[src/rtl/nibble_serial_tx.sv]
// nibble_serial_tx
// Accepts a WIDTH-bit word through a valid/ready handshake and sends it on a
// single idle-high line as: start bit (0), data bits LSB first, stop bit (1).
// Each bit is held for CLKS_PER_BIT enabled clocks.
//
// Optional feature: define NIBBLE_SERIAL_TX_PARITY_EN to insert an even-parity
// bit (XOR of the latched word) between the last data bit and the stop bit.
//
// state  | meaning
// IDLE   | line high, ready to accept a word
// START  | driving the start bit (0)
// DATA   | driving data bits, LSB first
// PARITY | driving the even-parity bit (parity build only)
// STOP   | driving the stop bit (1); done on its last clock
module nibble_serial_tx #(
  parameter int WIDTH        = 4,
  parameter int CLKS_PER_BIT = 4
) (
  input  logic             clk,
  input  logic             rst,
  input  logic             en,
  input  logic [WIDTH-1:0] din,
  input  logic             din_valid,
  output logic             din_ready,
  output logic             sout,
  output logic             busy,
  output logic             done
);

  // Counter widths kept at least one bit so WIDTH=1 / CLKS_PER_BIT=1 still elaborate.
  localparam int BW = (WIDTH > 1) ? $clog2(WIDTH) : 1;
  localparam int DW = (CLKS_PER_BIT > 1) ? $clog2(CLKS_PER_BIT) : 1;
  localparam logic [BW-1:0] BIT_LAST = BW'(WIDTH - 1);
  localparam logic [DW-1:0] DIV_LAST = DW'(CLKS_PER_BIT - 1);

  typedef enum logic [2:0] {
    S_IDLE,
    S_START,
    S_DATA,
`ifdef NIBBLE_SERIAL_TX_PARITY_EN
    S_PARITY,
`endif
    S_STOP
  } state_t;

  state_t           state;
  logic [BW-1:0]    bit_cnt;
  logic [DW-1:0]    div_cnt;
  logic [WIDTH-1:0] shreg;
  logic [WIDTH-1:0] shreg_nxt;
  logic             sout_q;
  logic             bit_end;
`ifdef NIBBLE_SERIAL_TX_PARITY_EN
  logic             par_q;
`endif

  assign shreg_nxt = shreg >> 1;
  // With CLKS_PER_BIT=1 DIV_LAST is 0, so every enabled cycle ends a bit.
  assign bit_end   = (div_cnt == DIV_LAST);

  // Frame sequencer: advances only on enabled cycles; sout is registered.
  always_ff @(posedge clk) begin
    if (rst) begin
      state   <= S_IDLE;
      bit_cnt <= '0;
      div_cnt <= '0;
      shreg   <= '0;
      sout_q  <= 1'b1;
`ifdef NIBBLE_SERIAL_TX_PARITY_EN
      par_q   <= 1'b0;
`endif
    end else if (en) begin
      case (state)
        S_IDLE: begin
          sout_q <= 1'b1;
          if (din_valid) begin
            shreg   <= din;
`ifdef NIBBLE_SERIAL_TX_PARITY_EN
            par_q   <= ^din;
`endif
            bit_cnt <= '0;
            div_cnt <= '0;
            sout_q  <= 1'b0;
            state   <= S_START;
          end
        end
        S_START: begin
          if (bit_end) begin
            div_cnt <= '0;
            sout_q  <= shreg[0];
            state   <= S_DATA;
          end else begin
            div_cnt <= div_cnt + 1'b1;
          end
        end
        S_DATA: begin
          if (bit_end) begin
            div_cnt <= '0;
            shreg   <= shreg_nxt;
            if (bit_cnt == BIT_LAST) begin
              bit_cnt <= '0;
`ifdef NIBBLE_SERIAL_TX_PARITY_EN
              sout_q  <= par_q;
              state   <= S_PARITY;
`else
              sout_q  <= 1'b1;
              state   <= S_STOP;
`endif
            end else begin
              bit_cnt <= bit_cnt + 1'b1;
              sout_q  <= shreg_nxt[0];
            end
          end else begin
            div_cnt <= div_cnt + 1'b1;
          end
        end
`ifdef NIBBLE_SERIAL_TX_PARITY_EN
        S_PARITY: begin
          if (bit_end) begin
            div_cnt <= '0;
            sout_q  <= 1'b1;
            state   <= S_STOP;
          end else begin
            div_cnt <= div_cnt + 1'b1;
          end
        end
`endif
        S_STOP: begin
          if (bit_end) begin
            div_cnt <= '0;
            sout_q  <= 1'b1;
            state   <= S_IDLE;
          end else begin
            div_cnt <= div_cnt + 1'b1;
          end
        end
        default: begin
          div_cnt <= '0;
          bit_cnt <= '0;
          sout_q  <= 1'b1;
          state   <= S_IDLE;
        end
      endcase
    end
  end

  // Handshake and done are decoded from registered state; gating by en means a
  // done held off by en=0 reappears as soon as en returns.
  assign din_ready = en && !rst && (state == S_IDLE);
  assign done      = en && !rst && (state == S_STOP) && bit_end;
  assign busy      = (state != S_IDLE);
  assign sout      = sout_q;

endmodule

[config.mk]
export PLATFORM = sky130hd
export DESIGN_NAME = nibble_serial_tx
export DESIGN_NICKNAME = d
export VERILOG_FILES = /design/src/rtl/nibble_serial_tx.sv
export SDC_FILE = /design/constraint.sdc
export NUM_CORES = 1
export LEC_CHECK = 0
export BUFFER_PORTS_ARGS = -buffer_cell sky130_fd_sc_hd__buf_4
export CORE_MARGIN = 5
export CORE_UTILIZATION = 52
export CTS_CLUSTER_DIAMETER = 150
export DETAILED_ROUTE_END_ITERATION = 16
export GPL_TIMING_DRIVEN = 1
export HOLD_SLACK_MARGIN = 0.15
export PLACE_DENSITY_LB_ADDON = 0.25
export SYNTH_ARGS = -nofsm -noshare
export SYNTH_HDL_FRONTEND = slang
export SYNTH_SLANG_ARGS = --single-unit
[constraint.sdc]
create_clock -name clk -period 1.95 [get_ports clk]
set_input_delay 0.0975 -clock clk [delete_from_list [all_inputs] [get_ports clk]]
set_output_delay 0.0975 -clock clk [all_outputs]
set_load 0.05 [all_outputs]
After elaboration in Yosys (flattened, before gate mapping). Cells that the tools add are included.

Register bits after elaboration: 12. Output and inout bits: 4.

Reduce and logical (&&, ||, !) cells: 15. $add $sub $neg: 2. Multiplexer cells: 21. Equality and inequality tests: 10. Bitwise gates (word level): 1.

Operator list (number): $mux 3 (5); $pmux 3 s4 (1); $reduce_and 4->1 (3); $ne 2x2->1 const B (5); $mux 2 (4); $mux 4 (2); $pmux 4 s2 (1); $eq 3x2->1 const B (2); $pmux 2 s3 (1); $reduce_and 6->1 (1); $mux 1 (5); $add 2x1->2 const B (2); $eq 2x2->1 const B (2); $logic_and 1x1->1 (4); $pmux 1 s4 (1); $pmux 2 s2 (1); $eq 3x1->1 const B (1); $logic_not 3->1 (1); $reduce_bool 3->1 (1); $reduce_or 3->1 (1); $reduce_and 2->1 (1); $reduce_bool 2->1 (1); $reduce_or 2->1 (1); $logic_not 1->1 (1); $not 1->1 (1).

Depth between registers and ports, before layout. Gate-level depths: netlist of run 1.

Depth in word-level cells: 4. Gate-level depth with buffers: 7.

Worst setup path after synthesis of run 1. Ideal clock, no wire load.

Kind: reg-to-reg. From: reg state[1]. To: reg state[0]. Path buffers: 0. Stages on the path, launching flop included: 7. Arrival: 1706 ps. Data required time: 1863 ps. Path slack: 157 ps. Period minus slack after synthesis: 1793 ps. Path through: dfxtp_1 -> inv_1 -> ha_1 -> inv_1 -> nor2_1 -> or4_1 -> o31ai_1.

Cells in the longest elaborated chain, start to end: 3. Elaborated cells on any way between the ends: 11. Classes of those cells: eq/ne: 8; mux: 1; reduce/logical: 2.

Ends and longest elaborated chain: from (decl) (RTL line 46) `state_t state;`; from (signal assigned) (RTL line 64) `state <= S_IDLE;`; from (signal assigned) (RTL line 84) `state <= S_START;`; from (signal assigned) (RTL line 91) `state <= S_DATA;`; $eq 3x2->1 (tied with other cells) (RTL line 73) `case (state)`; $ne 2x2->1 (no line); $reduce_and 6->1 (no line).

Several ways; a longest one is shown, not always the timed one. A chain may end at the register's enable or synchronous reset.

Final worst setup path of run 1.
From: reg state[0]. To: reg state[0].

Same word-level chain as after synthesis.

==> results of run 1 <==
worst max path at each step:
| stage | end | depth (start not counted) | startpoint | slack [ns] |
|---|---|---|---|---|
| after floorplan | state[0]$_SDFFE_PP0P_ | 6 | state[1]$_SDFFE_PP0P_ | 0.16 |
| after global placement | shreg[2]$_SDFFE_PP0P_ | 6 | state[0]$_SDFFE_PP0P_ | 0.23 |
| after detailed placement | state[0]$_SDFFE_PP0P_ | 6 | state[0]$_SDFFE_PP0P_ | 0.22 |
| after CTS | state[0]$_SDFFE_PP0P_ | 6 | state[0]$_SDFFE_PP0P_ | 0.19 |
| after global routing | bit_cnt[0]$_SDFFE_PP0P_ | 6 | state[1]$_SDFFE_PP0P_ | 0.07 |
| final | state[0]$_SDFFE_PP0P_ | 6 | state[0]$_SDFFE_PP0P_ | 0.20 |
placed cells by master (no fill, tap or decap):
cell type / n
nand2_1: 9
nor3_1: 4
nand3_1: 2
dlygate4sd3_1: 2
dfxtp_1: 11
nor2b_1: 1
o221ai_2: 1
inv_1: 5
a21oi_1: 6
or4b_1: 1
o31ai_1: 1
or4_1: 2
or2_2: 1
clkbuf_4: 3
and4_2: 1
mux2i_1: 4
mux2_2: 1
and3_1: 1
clkbuf_1: 1
buf_4: 12
o211ai_1: 1
a211oi_1: 1
a31o_2: 3
nand4b_1: 2
nor2_1: 5
nand2b_2: 2
ha_1: 9
o21ai_0: 1
nand4_2: 1
stage by stage:
step                util (%)  power [uW]  hold slack (ns)  instances  setup slack, ns
detailed placement     61.83       513.0           0.3683        103           0.2160
floorplan                  -       448.3           0.2658         78           0.1570
global route           65.43       715.6           0.1619        109          0.06721
finish                 65.43       670.3           0.1565        109           0.2011
global placement       61.83       507.4           0.3660        103           0.2333
CTS                    65.43       674.0           0.1571        109           0.1945
flip-flops by register name (all words and copies together), names as in the netlist:
signal / count
div_cnt: 2
sout: 1
state: 2
shreg: 4
bit_cnt: 2
logic make-up (layout without fill, tap and decap cells):
| family | after synthesis | count (layout) | share of synthesized area [%] |
|---|---|---|---|
| adder cells (fa/ha/maj) | 9 | 9 | 16.04 |
| AO/OA/AOI/OAI | 14 | 14 | 14.08 |
| buffers and inverters | 7 | 23 | 4.991 |
| multiplexers | 5 | 5 | 7.308 |
| flip-flops | 11 | 11 | 31.37 |
| AND/OR/NAND/NOR | 32 | 32 | 26.21 |
timing repair:
action                    CTS  global route
hold buffers                2             0
hold endpoints to repair    6             0
buffers inserted            0             0
layout make-up:
type                    count  area, um^2
multi-input cells          60       446.7
fillers                   114       444.2
flip-flops and latches     11       220.2
repair buffers             14       110.1
clock buffers               4       26.28
inverters                   5       18.77
well taps                  15       18.77
routing by layer:
layer,routed length (um),share of wire [%]
met1,611,44
met2,667,48
met3,76,5.5
met4,33,2.4
met5,0,0
critical path, cell delays in order (launching register included):
cell and delay (ns):
dfxtp_1 0.36, inv_1 0.11, ha_1 0.28, nor2_1 0.15, o221ai_2 0.13, or4_1 0.53
o31ai_1 0.09
power by group through the flow:
stage	Combinational, uW	Clock (uW)	Sequential [uW]
global route	271	180	264
detailed placement	247	0	267
CTS	250	163	261
floorplan	173	0	276
finish	248	161	261
global placement	242	0	265
==> impl_metrics.py, run 1 <==
metrics = {
    "clock_network": {
        "cts.path.max_buffers": 2,
        "clock-sinks": 11,
        "clock_latency_ns": 0.28,
        "htreeDepth": 1,
        "cts_tree": "yes",
        "post_cts_resized": 0,
        "clkSlewWorstSetupHoldPaths_ns": 0.08,
        "cts_buffers": 3,
        "cts-root-buf": "clkbuf_4",
    },
    "die": {
        "die_h_um": 46.74,
        "row_count": 13,
        "io_pins": 12,
        "die_area_um2": 2185,
        "fp.coreArea_um2": 1285,
        "start_util_pct": 54.63,
        "die_w_um": 46.74,
    },
    "setup_path": {
        "worstSetupPathType": "flip-flop to flip-flop",
        "worstPathMaxFanout": 6,
        "reg2reg_from": "state[0]$_SDFFE_PP0P_",
        "required_ns": 2.14,
        "r2r-end": "state[0]$_SDFFE_PP0P_",
        "worstSetupStartpointType": "flip-flop",
        "rrSetupSlack_ns": 0.20,
        "cp-end-kind": "flip-flop",
        "worst_ep_arrival_time_ns": 1.94,
        "rr_worst_depth": 6,
    },
    "job": {
        "drv_cap": 0,
    },
    "route": {
        "vias_per_cell": 5.450,
        "wire_per_inst_um": 12.73,
        "first_pass_iters": 4,
        "routed_wl_mm": 1.388,
        "first_iter_violations": 5,
        "ant_nets": 0,
        "drc": 0,
        "vias": 594,
    },
    "synth": {
        "synthDistinctLibCells": 27,
        "yosysTopAreaCell": "dfxtp_1",
        "synthCells": 78,
        "synthTopCellsByArea": "dfxtp_1 31%, ha_1 16%, mux2i_1 5.7%",
        "netlist_area_um2": 701.9,
        "syn_area_per_cell_um2": 8.999,
        "synthArstFlopShare_pct": 0,
        "synth_edf_count": 0,
        "yosysSeqAreaShare_pct": 31.37,
        "yosysTopAreaCellShare_pct": 31.37,
        "netlist_top_cells_count": "11 x dfxtp_1, 9 x ha_1, 9 x nand2_1",
        "yosys_warnings": 0,
        "yosysMostFrequentCell": "dfxtp_1",
        "synthFlopType": "dfxtp_1",
        "ys_ff_latch": 11,
        "synth_nets": 95,
    },
    "timing": {
        "skew_ns": 0.01142,
        "final_hold_viol_count": 0,
        "worst_pin_slew_ns": 0.3879,
        "fin_setup_tns_ns": 0,
        "fmax_mhz": 571.8,
        "slew_viol_final": 0,
        "setup_viol_count_final": 0,
        "post-route-min-period_ns": 1.749,
        "rsz0062_at_grt": "no",
        "post-route-period-util_pct": 89.69,
        "slew_headroom_pct": 73.94,
    },
    "min_path": {
        "hold_start": "en",
        "min_delay_worst_endpoint": "div_cnt[1]$_SDFFE_PP0P_",
        "min_path_cells": 3,
        "min_path_type": "primary input to flip-flop",
    },
    "cells_and_area": {
        "antenna_cells": 0,
        "final_area_um2": 840.8,
        "nets": 112,
        "drive_gt1_share_pct": 26.60,
        "syn_to_final_growth_pct": 19.79,
    },
    "grt": {
        "grt.total_usage_pct": 15.49,
        "grt_max_degree": 13,
        "grt_util_met3_pct": 4.598,
        "antenna_found_initial": 0,
        "busiest_layer": "met2",
        "grt_pass1_vias": 567,
        "met2_usage_pct": 25.55,
        "grt_pass1_wl_mm": 2.339,
        "met1_usage_pct": 17.36,
        "grt_remaining_overflow": 0,
    },
    "power_and_ir_drop": {
        "pwr_density_cell_nw_per_um2": 797.2,
        "p_sw_share_pct": 36.73,
        "seq_power_share_pct": 39.0,
        "intPower_uw": 424.1,
        "p_leak_uw": 0.0003543,
        "ir_drop_mv": 0.5050,
        "p_switching_uw": 246.2,
        "p_clk_share_pct": 24.0,
        "combPwrFrac_pct": 37.0,
    },
    "place": {
        "post-dp-hpwl_mm": 1.106,
        "numPortBuffers": 11,
        "place_congestion": 0.8227,
        "placed_area_um2": 794.5,
    },
    "outcome": {
        "status": "finished, final reports clean",
    },
}
No activity file was read; power rests on OpenSTA's default activity.
==> run 2, diff against run 1 <==
- CAP_MARGIN: default -> 10
- CORE_UTILIZATION: 52 -> 30
- REMOVE_ABC_BUFFERS: default -> 1
==> run 2 against run 1 <==
Sequential cell count did not move; wire length is 9.8% higher; clock-buffer cell count is the same.
==> impl_metrics.py, run 2 (synthesis results as in run 1) <==
metrics = {
    "route": {
        "vias": 598,
        "wire_per_inst_um": 12.49,
        "vias_per_cell": 4.902,
        "drc": 0,
        "ant_nets": 0,
        "first_pass_iters": 4,
        "first_iter_violations": 11,
        "routed_wl_mm": 1.524,
    },
    "power_and_ir_drop": {
        "ir_drop_mv": 0.4389,
        "pwr_density_cell_nw_per_um2": 786.1,
        "p_leak_uw": 0.0003543,
    },
    "timing": {
        "worst_pin_slew_ns": 0.3264,
        "setup_viol_count_final": 0,
        "slew_viol_final": 0,
        "skew_ns": 0.0004218,
        "post-route-min-period_ns": 1.764,
        "fin_setup_tns_ns": 0,
        "final_hold_viol_count": 0,
        "rsz0062_at_grt": "no",
        "slew_headroom_pct": 78.07,
        "fmax_mhz": 567.0,
        "post-route-period-util_pct": 90.44,
    },
    "setup_path": {
        "max_stage_delay_ns": 0.38,
        "worst_ep_arrival_time_ns": 1.93,
        "cp_num_buf_inv": 1,
        "cp-endpoint": "shreg[1]$_SDFFE_PP0P_",
        "worstSetupPathType": "flip-flop to flip-flop",
        "rrSetupSlack_ns": 0.19,
        "critPathSlowestCell": "mux2_2",
        "crit_cells": 6,
        "required_ns": 2.12,
        "worstPathMaxFanout": 7,
        "cp-end-kind": "flip-flop",
        "worstSetupStartpointType": "flip-flop",
        "rr_worst_depth": 6,
        "r2r-end": "shreg[1]$_SDFFE_PP0P_",
        "startpoint": "state[0]$_SDFFE_PP0P_",
        "crit_family": "multiplexers",
        "reg2reg_from": "state[0]$_SDFFE_PP0P_",
        "worstPathCellList": "inv_1 -> ha_1 -> mux2_2 -> nand3_1 -> nor3_1 -> a31o_2",
    },
    "grt": {
        "grt_pass1_vias": 586,
        "antenna_found_initial": 0,
        "grt_max_degree": 13,
        "grt.total_usage_pct": 10.46,
        "grt_pass1_wl_mm": 2.691,
        "grt_remaining_overflow": 0,
    },
    "place": {
        "placed_area_um2": 810.8,
        "post-dp-hpwl_mm": 1.130,
        "dp_cells": 116,
        "place_congestion": 0.7281,
        "numPortBuffers": 11,
    },
    "clock_network": {
        "cts_tree": "yes",
        "clock_latency_ns": 0.27,
        "clock-sinks": 11,
        "post_cts_buffers": 0,
        "clkSlewWorstSetupHoldPaths_ns": 0.07,
        "cts-root-buf": "clkbuf_4",
        "post_cts_resized": 0,
        "cts_buffers": 3,
        "cts.path.max_buffers": 2,
        "htreeDepth": 1,
    },
    "cells_and_area": {
        "most-common-layout-cells": "12 x buf_4, 11 x dfxtp_1, 9 x nand2_1, 9 x ha_1, 6 x a21oi_1",
        "antenna_cells": 0,
        "fillers": 235,
        "final_cells": 122,
        "regMostFlops": "shreg",
        "syn_to_final_growth_pct": 22.10,
        "largest_reg_flops": 4,
        "final_area_um2": 857.1,
        "drive_gt1_share_pct": 26.60,
        "final_common_cell": "buf_4",
        "nets": 112,
    },
    "die": {
        "die_h_um": 58.37,
        "fp.coreArea_um2": 2233,
        "die_area_um2": 3407,
        "start_util_pct": 31.43,
        "row_count": 17,
        "die_w_um": 58.37,
        "io_pins": 12,
    },
    "outcome": {
        "status": "finished, final reports clean",
    },
    "min_path": {
        "min_path_type": "primary input to flip-flop",
    },
    "job": {
        "drv_cap": 0,
    },
}
==> run 2: cell counts in the layout (fill, tap and decap cells not counted) <==
No cell type changed its count.
==> run 2: layout make-up <==
cell class                 count  area (um^2)  area share (%)
tap                           28        35.03           4.088
sequential                    11        220.2           25.69
inverter                       5        18.77           2.190
timing repair buffer          14        110.1           12.85
multi-input combinational     60        446.7           52.12
clock buffer                   4        26.28           3.066
==> run 2: worst min-delay path by stage <==
| stage | end | slack (ns) | startpoint | cells past startpoint |
|---|---|---|---|---|
| 2_1_floorplan | bit_cnt[0]$_SDFFE_PP0P_ | 0.17 | rst | 1 |
| 3_3_place_gp | div_cnt[0]$_SDFFE_PP0P_ | 0.37 | rst | 2 |
| 3_5_place_dp | bit_cnt[0]$_SDFFE_PP0P_ | 0.37 | rst | 2 |
| 4_1_cts | shreg[3]$_SDFFE_PP0P_ | 0.17 | en | 3 |
| 5_1_grt | div_cnt[1]$_SDFFE_PP0P_ | 0.19 | en | 3 |
| 6_report | div_cnt[1]$_SDFFE_PP0P_ | 0.17 | en | 3 |
==> run 2: through the flow <==
stage	setup WS (ns)	utilization (%)	total power, uW	hold slack, ns
final	0.1865	38.38	673.8	0.1748
after global routing	0.09252	38.38	719.5	0.1947
after CTS	0.1835	38.38	680.1	0.1717
after detailed placement	0.2302	36.30	513.6	0.3742
after global placement	0.2256	36.30	511.6	0.3712
after floorplan	0.1570	-	441.8	0.1666
==> run 2: repair_timing <==
action                                 in CTS  in global routing
setup endpoints to repair                   0                  0
endpoints found under the hold margin       6                  0
hold buffers                                2                  0
==> run 2: worst min-delay path: cells and delay by family <==
| family | cells | cell delay, ns |
|---|---|---|
| buf+inv | 1 | 0.15 |
| simple gates | 1 | 0.08 |
| compound gates | 1 | 0.07 |
==> run 2: layer usage <==
| layer | global-route usage, % | share of wire (%) | up-vias |
|---|---|---|---|
| met4 | 1.987 | 0.92 | 0 |
| met1 | 12.52 | 46 | 273 |
| met5 | 0 | 0 | - |
| met3 | 4.825 | 5.4 | 2 |
| met2 | 17.22 | 47 | 11 |
| li1 | - | - | 312 |
==> run 2: report_power, final <==
group          switching, uW  internal, uW
clock                   83.6          79.4
combinational            151          98.3
sequential              16.1           246
==> run 3, diff against run 2 <==
--- a/config.mk
+++ b/config.mk
@@ -14,5 +14,6 @@
 export GPL_TIMING_DRIVEN = 1
-export HOLD_SLACK_MARGIN = 0.15
+export HOLD_SLACK_MARGIN = 0.06
 export PLACE_DENSITY_LB_ADDON = 0.25
 export REMOVE_ABC_BUFFERS = 1
+export SKIP_LAST_GASP = 1
 export SYNTH_ARGS = -nofsm -noshare
--- a/constraint.sdc
+++ b/constraint.sdc
@@ -3,2 +3,2 @@
 set_output_delay 0.0975 -clock clk [all_outputs]
-set_load 0.05 [all_outputs]
+set_load 0.1 [all_outputs]
==> run 3 against run 2 <==
Sequential share of layout area is 0.61 points higher; register-to-register slack about the same; largest power group is now combinational cells; utilization is 0.90 points lower; worst setup slack better by 0.00060 ns; first-iteration DRC count stayed put; via count decreased by 1.5%; fmax barely moved; clock power about the same.
==> impl_metrics.py, run 3 (synthesis results as in run 1) <==
metrics = {
    "outcome": {
        "status": "finished, final reports clean",
    },
    "cells_and_area": {
        "nets": 110,
        "largest_reg_flops": 4,
        "syn_to_final_growth_pct": 19.25,
        "final_common_cell": "buf_4",
        "most-common-layout-cells": "12 x buf_4, 11 x dfxtp_1, 9 x nand2_1, 9 x ha_1, 6 x a21oi_1",
        "drive_gt1_share_pct": 27.17,
        "post-route-util_pct": 37.48,
        "antenna_cells": 0,
        "regMostFlops": "shreg",
        "final_area_um2": 837.1,
    },
    "grt": {
        "antenna_found_initial": 0,
        "grt.total_usage_pct": 10.37,
        "grt_pass1_wl_mm": 2.663,
        "grt_max_degree": 13,
        "grt_pass1_vias": 581,
        "grt_remaining_overflow": 0,
    },
    "setup_path": {
        "worst_ep_arrival_time_ns": 1.93,
        "worstPathMaxFanout": 7,
        "r2r-end": "shreg[1]$_SDFFE_PP0P_",
        "worstSetupStartpointType": "flip-flop",
        "required_ns": 2.12,
        "worstSetupPathType": "flip-flop to flip-flop",
        "reg2reg_from": "state[0]$_SDFFE_PP0P_",
        "rrSetupSlack_ns": 0.19,
        "cp-end-kind": "flip-flop",
        "rr_worst_depth": 6,
    },
    "clock_network": {
        "clock-sinks": 11,
        "hold_buffers": 0,
        "htreeDepth": 1,
        "cts-root-buf": "clkbuf_4",
        "cts_tree": "yes",
        "cts.path.max_buffers": 2,
        "post_cts_resized": 0,
        "clkSlewWorstSetupHoldPaths_ns": 0.07,
        "post_cts_buffers": 0,
        "cts_buffers": 3,
        "clock_latency_ns": 0.27,
    },
    "timing": {
        "skew_ns": 0.0004225,
        "post-route-period-util_pct": 90.41,
        "final_hold_viol_count": 0,
        "post-route-min-period_ns": 1.763,
        "setup_viol_count_final": 0,
        "fin_setup_tns_ns": 0,
        "worst_pin_slew_ns": 0.3264,
        "setup_slack_ns": 0.1871,
        "fmax_mhz": 567.2,
        "rsz0062_at_grt": "no",
        "slew_headroom_pct": 78.07,
        "fin_hold_ws_ns": 0.08370,
        "slew_viol_final": 0,
    },
    "die": {
        "die_area_um2": 3407,
        "row_count": 17,
        "die_h_um": 58.37,
        "die_w_um": 58.37,
        "start_util_pct": 31.43,
        "io_pins": 12,
        "fp.coreArea_um2": 2233,
    },
    "min_path": {
        "min_path_type": "primary input to flip-flop",
        "min_path_cells": 2,
        "min_delay_worst_endpoint": "bit_cnt[1]$_SDFFE_PP0P_",
        "hold_start": "rst",
    },
    "route": {
        "routed_wl_mm": 1.514,
        "first_pass_iters": 4,
        "vias_per_cell": 4.908,
        "first_iter_violations": 11,
        "drc": 0,
        "vias": 589,
        "ant_nets": 0,
        "wire_per_inst_um": 12.62,
    },
    "job": {
        "drv_cap": 0,
    },
    "power_and_ir_drop": {
        "ir_drop_mv": 0.4467,
        "p_leak_uw": 0.0003460,
        "pwr_density_cell_nw_per_um2": 857.6,
    },
    "place": {
        "post-dp-hpwl_mm": 1.130,
        "post-place-ws_ns": 0.2302,
        "placed_area_um2": 810.8,
        "numPortBuffers": 11,
        "place_congestion": 0.7281,
    },
}
## run 3: through the flow
| step | total power (uW) | cells |
|---|---|---|
| floorplan | 490.0 | 76 |
| global placement | 559.7 | 116 |
| detailed placement | 561.6 | 116 |
| CTS | 725.1 | 120 |
| global route | 763.9 | 120 |
| finish | 717.9 | 120 |
## run 3: cell type report
class	instances	area, um^2
Clock buffer	4	26.28
Fill cell	237	1396
Inverter	5	18.77
Multi-Input combinational cell	60	446.7
Sequential cell	11	220.2
Tap cell	28	35.03
Timing Repair Buffer	12	90.09
## run 3: metal layers
layer	share of wire (%)	global-route usage, %	vias up
met5	0	0	-
met4	0.92	1.987	0
met3	4.6	4.825	2
met2	47	16.91	9
met1	47	12.52	270
li1	-	-	308
## run 3: worst max path at each step
stage / cells after the start / to / from / slack [ns]
floorplan: 6 / state[0]$_SDFFE_PP0P_ / state[1]$_SDFFE_PP0P_ / -0.16
global placement: 6 / shreg[2]$_SDFFE_PP0P_ / state[0]$_SDFFE_PP0P_ / 0.23
detailed placement: 6 / shreg[2]$_SDFFE_PP0P_ / state[0]$_SDFFE_PP0P_ / 0.23
CTS: 6 / shreg[1]$_SDFFE_PP0P_ / state[0]$_SDFFE_PP0P_ / 0.18
global route: 6 / shreg[1]$_SDFFE_PP0P_ / state[0]$_SDFFE_PP0P_ / 0.09
finish: 6 / shreg[1]$_SDFFE_PP0P_ / state[0]$_SDFFE_PP0P_ / 0.19
## run 3: power by group
part,internal [uW],switching (uW),leakage (uW)
combinational,95.6,198,0.000241
sequential,246,16.1,0.0000895
clock,79.3,82.9,0.0000150
total,421,297,0.000346
## run 3: critical path, cell delays in order, from the launching register on
cell     delay [ns]
dfxtp_1        0.34
inv_1          0.14
ha_1           0.27
mux2_2         0.38
nand3_1        0.22
nor3_1         0.09
a31o_2         0.22
